`config.mk`:
```
export PLATFORM = sky130hd
export DESIGN_NAME = seg_scan_ctrl
export DESIGN_NICKNAME = d
export VERILOG_FILES = /design/src/rtl/seg_scan_ctrl.sv
export SDC_FILE = /design/constraint.sdc
export NUM_CORES = 1
export LEC_CHECK = 0
export BUFFER_PORTS_ARGS = -buffer_cell sky130_fd_sc_hd__buf_4
export CORE_ASPECT_RATIO = 1.5
export CORE_UTILIZATION = 50
export DETAILED_ROUTE_END_ITERATION = 8
export PLACE_DENSITY = 0.71
export SYNTH_ARGS = -nofsm -noshare
export SYNTH_HDL_FRONTEND = slang
export SYNTH_SLANG_ARGS = --single-unit
```
`constraint.sdc`:
```
create_clock -name clk -period 4 [get_ports clk]
set_input_delay 0.8 -clock clk [delete_from_list [all_inputs] [get_ports clk]]
set_output_delay 0.8 -clock clk [all_outputs]
set_load 0.05 [all_outputs]
```
`src/rtl/seg_scan_ctrl.sv`:
```
// Four-digit multiplexed 7-segment scan controller.
// Holds a 4-entry digit/blank register file and cycles through the digits,
// one slot of DIV cycles each: BLANK guard cycles with all anodes dark
// (lets the segment lines settle between digits), then the lit portion.
// All outputs are registered from next-state values, so in any cycle they
// describe the state the FSM is in during that cycle.
module seg_scan_ctrl #(
  parameter int DIV   = 50000,
  parameter int BLANK = 16
) (
  input  logic       clk,
  input  logic       rst_n,
  input  logic       en,
  input  logic       wr_en,
  input  logic [1:0] wr_addr,
  input  logic [3:0] wr_data,
  input  logic       wr_blank,
  output logic [3:0] digit_code,
  output logic [3:0] an,
  output logic       frame_tick,
  output logic [1:0] dbg_state
);

  localparam int CW = (DIV > 2) ? $clog2(DIV) : 2;

  localparam logic [1:0] ST_OFF   = 2'd0;
  localparam logic [1:0] ST_GUARD = 2'd1;
  localparam logic [1:0] ST_ON    = 2'd2;

  localparam logic [CW-1:0] CNT_LAST   = CW'(DIV - 1);
  localparam logic [CW-1:0] GUARD_LAST = CW'(BLANK - 1);

  logic [1:0]      state_q, state_d;
  logic [CW-1:0]   cnt_q, cnt_d;
  logic [1:0]      idx_q, idx_d;
  logic [3:0][3:0] digit_q, digit_d;
  logic [3:0]      blank_q, blank_d;
  logic [3:0]      an_q, an_d;
  logic [3:0]      code_q, code_d;
  logic            tick_q, tick_d;

  // Register file write port; accepted in every FSM state.
  always_comb begin
    digit_d = digit_q;
    blank_d = blank_q;
    if (wr_en) begin
      digit_d[wr_addr] = wr_data;
      blank_d[wr_addr] = wr_blank;
    end
  end

  // Scan FSM: slot counter and digit index advance; en low forces OFF.
  always_comb begin
    state_d = state_q;
    cnt_d   = cnt_q;
    idx_d   = idx_q;
    if (!en) begin
      state_d = ST_OFF;
      cnt_d   = '0;
      idx_d   = 2'd0;
    end else begin
      case (state_q)
        ST_OFF: begin
          state_d = ST_GUARD;
          cnt_d   = '0;
          idx_d   = 2'd0;
        end
        ST_GUARD: begin
          cnt_d = cnt_q + 1'b1;
          if (cnt_q == GUARD_LAST) state_d = ST_ON;
        end
        ST_ON: begin
          if (cnt_q == CNT_LAST) begin
            state_d = ST_GUARD;
            cnt_d   = '0;
            idx_d   = idx_q + 2'd1;
          end else begin
            cnt_d = cnt_q + 1'b1;
          end
        end
        default: begin
          state_d = ST_OFF;
          cnt_d   = '0;
          idx_d   = 2'd0;
        end
      endcase
    end
  end

  // Output decode from next-state values so outputs line up with the state.
  always_comb begin
    an_d = 4'b1111;
    if (state_d == ST_ON && !blank_d[idx_d]) an_d = ~(4'b0001 << idx_d);
    code_d = digit_d[idx_d];
    tick_d = en && (state_q == ST_ON) && (cnt_q == CNT_LAST) && (idx_q == 2'd3);
  end

  // State and output registers with synchronous active-low reset.
  always_ff @(posedge clk) begin
    if (!rst_n) begin
      state_q <= ST_OFF;
      cnt_q   <= '0;
      idx_q   <= 2'd0;
      digit_q <= '0;
      blank_q <= 4'b1111;
      an_q    <= 4'b1111;
      code_q  <= 4'h0;
      tick_q  <= 1'b0;
    end else begin
      state_q <= state_d;
      cnt_q   <= cnt_d;
      idx_q   <= idx_d;
      digit_q <= digit_d;
      blank_q <= blank_d;
      an_q    <= an_d;
      code_q  <= code_d;
      tick_q  <= tick_d;
    end
  end

  assign digit_code = code_q;
  assign an         = an_q;
  assign frame_tick = tick_q;
  assign dbg_state  = state_q;

endmodule

```
Word level (Yosys, flattened, before mapping)
Index checks and enable logic that the tools add are counted.
- register bits after elaboration: 49
- logic and storage cells: 54
- add/sub/neg operators: 2
- order comparisons: 3
- equality and inequality tests: 6
- shift operators: 1
- mux-type cells: 21
- bitwise gates (word level): 1
- reductions and logical operators: 9
- operator list (operator ; count):
    16-bit 2-to-1 mux ; 2
    16-bit case mux with 2 select lines ; 1
    16-bit by 1-bit adder with 16-bit output (second input constant) ; 1
    16-bit bitwise mux ; 1
    16-bit equality test (second input constant) ; 1
    16-bit by 4-bit equality test with 1-bit output (second input constant) ; 1
    4-bit 2-to-1 mux ; 3
    2-bit 2-to-1 mux ; 5
    4-bit binary-select mux with 2-bit select ; 1
    4-bit demux with 2-bit select ; 1
    2-bit equality test (second input constant) ; 3
    2-bit by 3-bit less-than comparator with 1-bit output (second input constant) ; 2
    2-bit case mux with 3 select lines ; 1
    1-bit logical AND ; 5
    4-bit bitwise mux ; 1
    4-bit inverter ; 1
    2-bit case mux with 2 select lines ; 1
    2-bit AND reduction ; 2
    1-bit by 2-bit left shift with 4-bit output (first input constant) ; 1
    2-bit by 1-bit adder with 2-bit output (second input constant) ; 1
    1-bit binary-select mux with 2-bit select ; 1
    1-bit demux with 2-bit select ; 1
    2-bit by 1-bit equality test with 1-bit output (second input constant) ; 1
    2-bit by 1-bit greater-or-equal comparator with 1-bit output (second input constant) ; 1
    other kinds (3) ; 4

Longest topological paths before layout
- depth in word-level cells: 11
- depth in mapped cells: 10
- mapped depth without buffers: 8

Least setup slack after synthesis
No wires, ideal clock.
- path type: reg2reg
- start: register state_q[0], in the netlist dbg_state[0]
- end: register an_q[2], in the netlist an[2]
- data arrival time: 2.429 ns
- required time: 3.859 ns
- slack: 1.430 ns
- cell stages (with the launch flop): 9
- path buffers: 0
- clock period less this slack: 2.570 ns
- path through: dfxtp_1 > inv_1 > ha_1 > nand2_1 > nor3_1 > o21ai_0 > nor3b_1 > a2111oi_2 > nand4_1
- longest elaborated chain between the ends: 8
- elaborated cells on any way between the ends: 17
- classes of those cells: 3 x eq/ne; 1 x shift; 8 x mux; 1 x bitwise; 4 x reduce/logical
- RTL lines (item ; line ; text):
    from (decl) ; 33 ; logic [1:0] state_q, state_d;
    from (signal assigned) ; 110 ; state_q <= state_d;
    2-bit equality test / 2-bit by 1-bit equality test with 1-bit output (equally long branches) ; 62 ; case (state_q)
    2-bit case mux with 2 select lines ; 62 ;
    2-bit 2-to-1 mux ; 57 ; if (!en) begin
    1-bit binary-select mux with 2-bit select ; 93 ; if (state_d == ST_ON && !blank_d[idx_d]) an_d = ~(4'b0001 << idx_d);
    1-bit 2-to-1 mux (not written as such) ; 93 ;
    1-bit zero test ; 93 ;
    1-bit logical AND ; 93 ;
    2-bit AND reduction (no source line) ; n/a ;
    to (signal assigned) ; 115 ; an_q <= an_d;
    to (decl) ; 38 ; logic [3:0] an_q, an_d;
Several ways; a longest one is shown, not always the timed one. The select of a mux whose other input is x is not followed.
A chain may end at the register's enable or synchronous reset.

Worst setup path in the final report
- start: register state_q[0], in the netlist dbg_state[0]
- end: register an_q[1], in the netlist an[1]
The elaborated chain is that of the path after synthesis.

==> summary.md <==
| Metric | Value |
|---|---|
| Status | finished, violations left |
| Failing checks | design-rule violations |
| Post-synth EDFFs | 0 |
| Post-Synthesis Cells | roughly 250 |
| Clock transition at the registers of the reported paths | 0.09 ns |
| Sequential-to-total area share from yosys stat | around 42% |
| Reg2reg start | dbg_state[0] |
| Slew margin rel. | between 20% and 30% |
| Pin count of the biggest net entering global routing | 20 |
| Worst setup skew after layout | 0.00765 ns |
| PD cells | 331 nW/um^2 |
| Drt total wl | 4690 um |
| Fmax achieved | 365 MHz |
| Residual DRC | 1 |
| Setup-failing EPs final | 0 |
| Via density | about 5.7 |
| Element type at the critical path start | register |
| CP Data Required Time | 4.17 ns |
| IO buf count | 21 |
| CTS Buffer Depth | 2 |
| Num CTS Buffers | 5 |
| CTS root buffer | clkbuf_8 |
| RR Endpoint | an[1] |
| Slew Viols, Final | 0 |
| Initial core utilization | 51.6% |
| RSZ-0062 raised after global routing | false |
| First-pass GRT wire length | 8000 um |
| Asr flop ratio synth | 0% |
| # nets final | 288 |
| Peak supply drop | 0.000247 V |
| Crit. Startpoint | dbg_state[0] |
| Worst-Margin Slew | 1.12 ns |
| Die ar. | 4930 um^2 |
| Row count | 30 |
| I/O Pins | 22 |
| GRT Total Usage | a little over a fifth |
| Flop and latch count out of synthesis | 49 |
| Antenna Violating Nets Remaining | 0 |
| Overflow after GRT | 0 |
| Commonest cells after routing, fill and taps aside | dfxtp_1 (49), nor2_1 (38), buf_4 (21) |
| Die Ht | 85.5 um |
| Core outline area | 4500 um^2 |
| Worst-skew pair later-pin latency | 0.31 ns |
| Min-Delay Path Class | register to register |
| Critical Path End | an[1] |
| Synth Cell Area | 2330 um^2 |
| Initial DRC Count | 79 |
| GPL Wtd Cong | 0.835 |
| CP Data Arrival Time | 2.91 ns |
| Drt pass-1 iters | 6 |
| Fillers | 425 |
| Design Area, Final | about 2600 um^2 |
| Synth Area per Inst | 9.23 um^2 |
| Share of the clock period used by the worst path | 68.4% |
| Critical Setup Path Class | register to register |
| Commonest non-fill, non-tap cell in the layout | dfxtp_1 |
| PostCTS Resize Cnt | 0 |
| CP endpoint kind | register |
| Die Width | 57.7 um |
| Post-synthesis cell type count | 55 |
| Synth Warn # | 0 |
| CTS sink count | 49 |
| Number of global-route vias before repair | 1,768 |
| H-tree lvl count | 2 |
| Peak fanout along the critical path | 12 |
| Setup TNS Final | 0 ns |
| Vias | between 1,500 and 2,000 |
| Placed wire-length estimate | 3560 um |
| Worst R2R Setup Slack | roughly 1.3 ns |
| # hold bufs at CTS | 0 |
| Initial antenna violation count | 0 |
| LEAKAGE | 1.02 nW |
| Fin. Hold Viols | 0 |
| Routed len/inst | 14.6 um |
| Max-cap violations | 0 |
| Cells on worst reg2reg path | 8 |
| Postcts setup bufs | 0 |
| Post-Syn Nets | 269 |
| Predominant post-synthesis flop cell | dfxtp_1 |
| Layout cells sized above 1 | 16.2% |
| N_diodes | 0 |
| Period minus WS final | 2.74 ns |
| DP Area | 2500 um^2 |
| CTS tree | done |
| Area delta synth->final | 11.2% |
## cell usage after synthesis (5+ instances only)
| library cell | number | area share (%) |
|---|---|---|
| and3_1 | 9 | 2.4 |
| xnor2_1 | 8 | 3.0 |
| nor2_1 | 38 | 6.1 |
| ha_1 | 6 | 3.2 |
| nand2_1 | 15 | 2.4 |
| dfxtp_1 | 49 | 42 |
| inv_1 | 6 | 0.97 |
| mux2i_1 | 19 | 8.2 |
| xor2_1 | 5 | 1.9 |
| o21ai_0 | 8 | 1.7 |
| nand3_1 | 14 | 3.0 |
| clkbuf_1 | 5 | 0.81 |
## critical path, stage by stage, from the launching register on
cell and delay (ns):
dfxtp_1 0.44, inv_1 0.11, ha_1 0.30, nand2_1 0.21
nor3_1 0.51, o21ai_0 0.24, nor3b_1 0.21, a2111oi_2 0.44
nand3_1 0.15
## cell families (layout without fill, tap and decap cells)
logic type | count (synthesis) | after routing | synth area share, %
mux | 20 | 20 | 8.66
flops | 49 | 49 | 42.2
fa+ha+maj | 6 | 6 | 3.23
simple gates | 110 | 110 | 24.9
compound gates | 38 | 38 | 13.0
xor+xnor | 13 | 13 | 4.90
buf+inv | 16 | 36 | 3.17
## flip-flops by register name, summed over array words and instances, names as in the netlist
name and flops:
dbg_state 2, frame_tick 1, digit_q 16, idx_q 2
cnt_q 16, digit_code 4, an 4, blank_q 4
## power by group
group / internal (mW) / switching, mW
clock: 0.124 / 0.169
combinational: 0.0256 / 0.0385
sequential: 0.496 / 0.00301
## layout make-up
class / count / area, um^2 / share of cell area [%]
multi-input combinational: 187 / 1270 / 49.2
sequential: 49 / 981 / 37.9
timing repair buffer: 21 / 158 / 6.10
clock buffer: 5 / 68.8 / 2.66
tap: 48 / 60.1 / 2.32
inverter: 7 / 26.3 / 1.02
clock inverter: 3 / 21.3 / 0.822
## per-layer routing
layer,vias to the layer above,wire (um),global-route usage [%],part of all wire [%]
met2,29,2480,38.7,53
met4,0,116,10.2,2.5
li1,939,-,-,-
met3,9,141,4.98,3.0
met1,847,1940,22.0,41
met5,-,0,0,0
## per-stage QoR
| step | utilization [%] | setup slack (ns) | hold slack, ns | instances | total power [mW] |
|---|---|---|---|---|---|
| after floorplan | - | 1.43 | 0.413 | 252 | 0.552 |
| after global placement | 55.4 | 1.26 | 0.427 | 312 | 0.574 |
| after detailed placement | 55.4 | 1.22 | 0.440 | 312 | 0.575 |
| after CTS | 57.4 | 1.26 | 0.456 | 320 | 0.864 |
| after global routing | 57.4 | 0.969 | 0.474 | 320 | 0.897 |
| final | 57.4 | 1.26 | 0.449 | 320 | 0.856 |
## worst min-delay path by stage
stage          depth (start not counted)       end     start  slack (ns)
2_1_floorplan                          1  cnt_q[0]  cnt_q[0]        0.41
3_3_place_gp                           1  cnt_q[0]  cnt_q[0]        0.43
3_5_place_dp                           1  cnt_q[0]  cnt_q[0]        0.44
4_1_cts                                1  cnt_q[0]  cnt_q[0]        0.46
5_1_grt                                1  cnt_q[0]  cnt_q[0]        0.47
6_report                               1  cnt_q[0]  cnt_q[0]        0.45
Power figures use the tool's default switching activity.
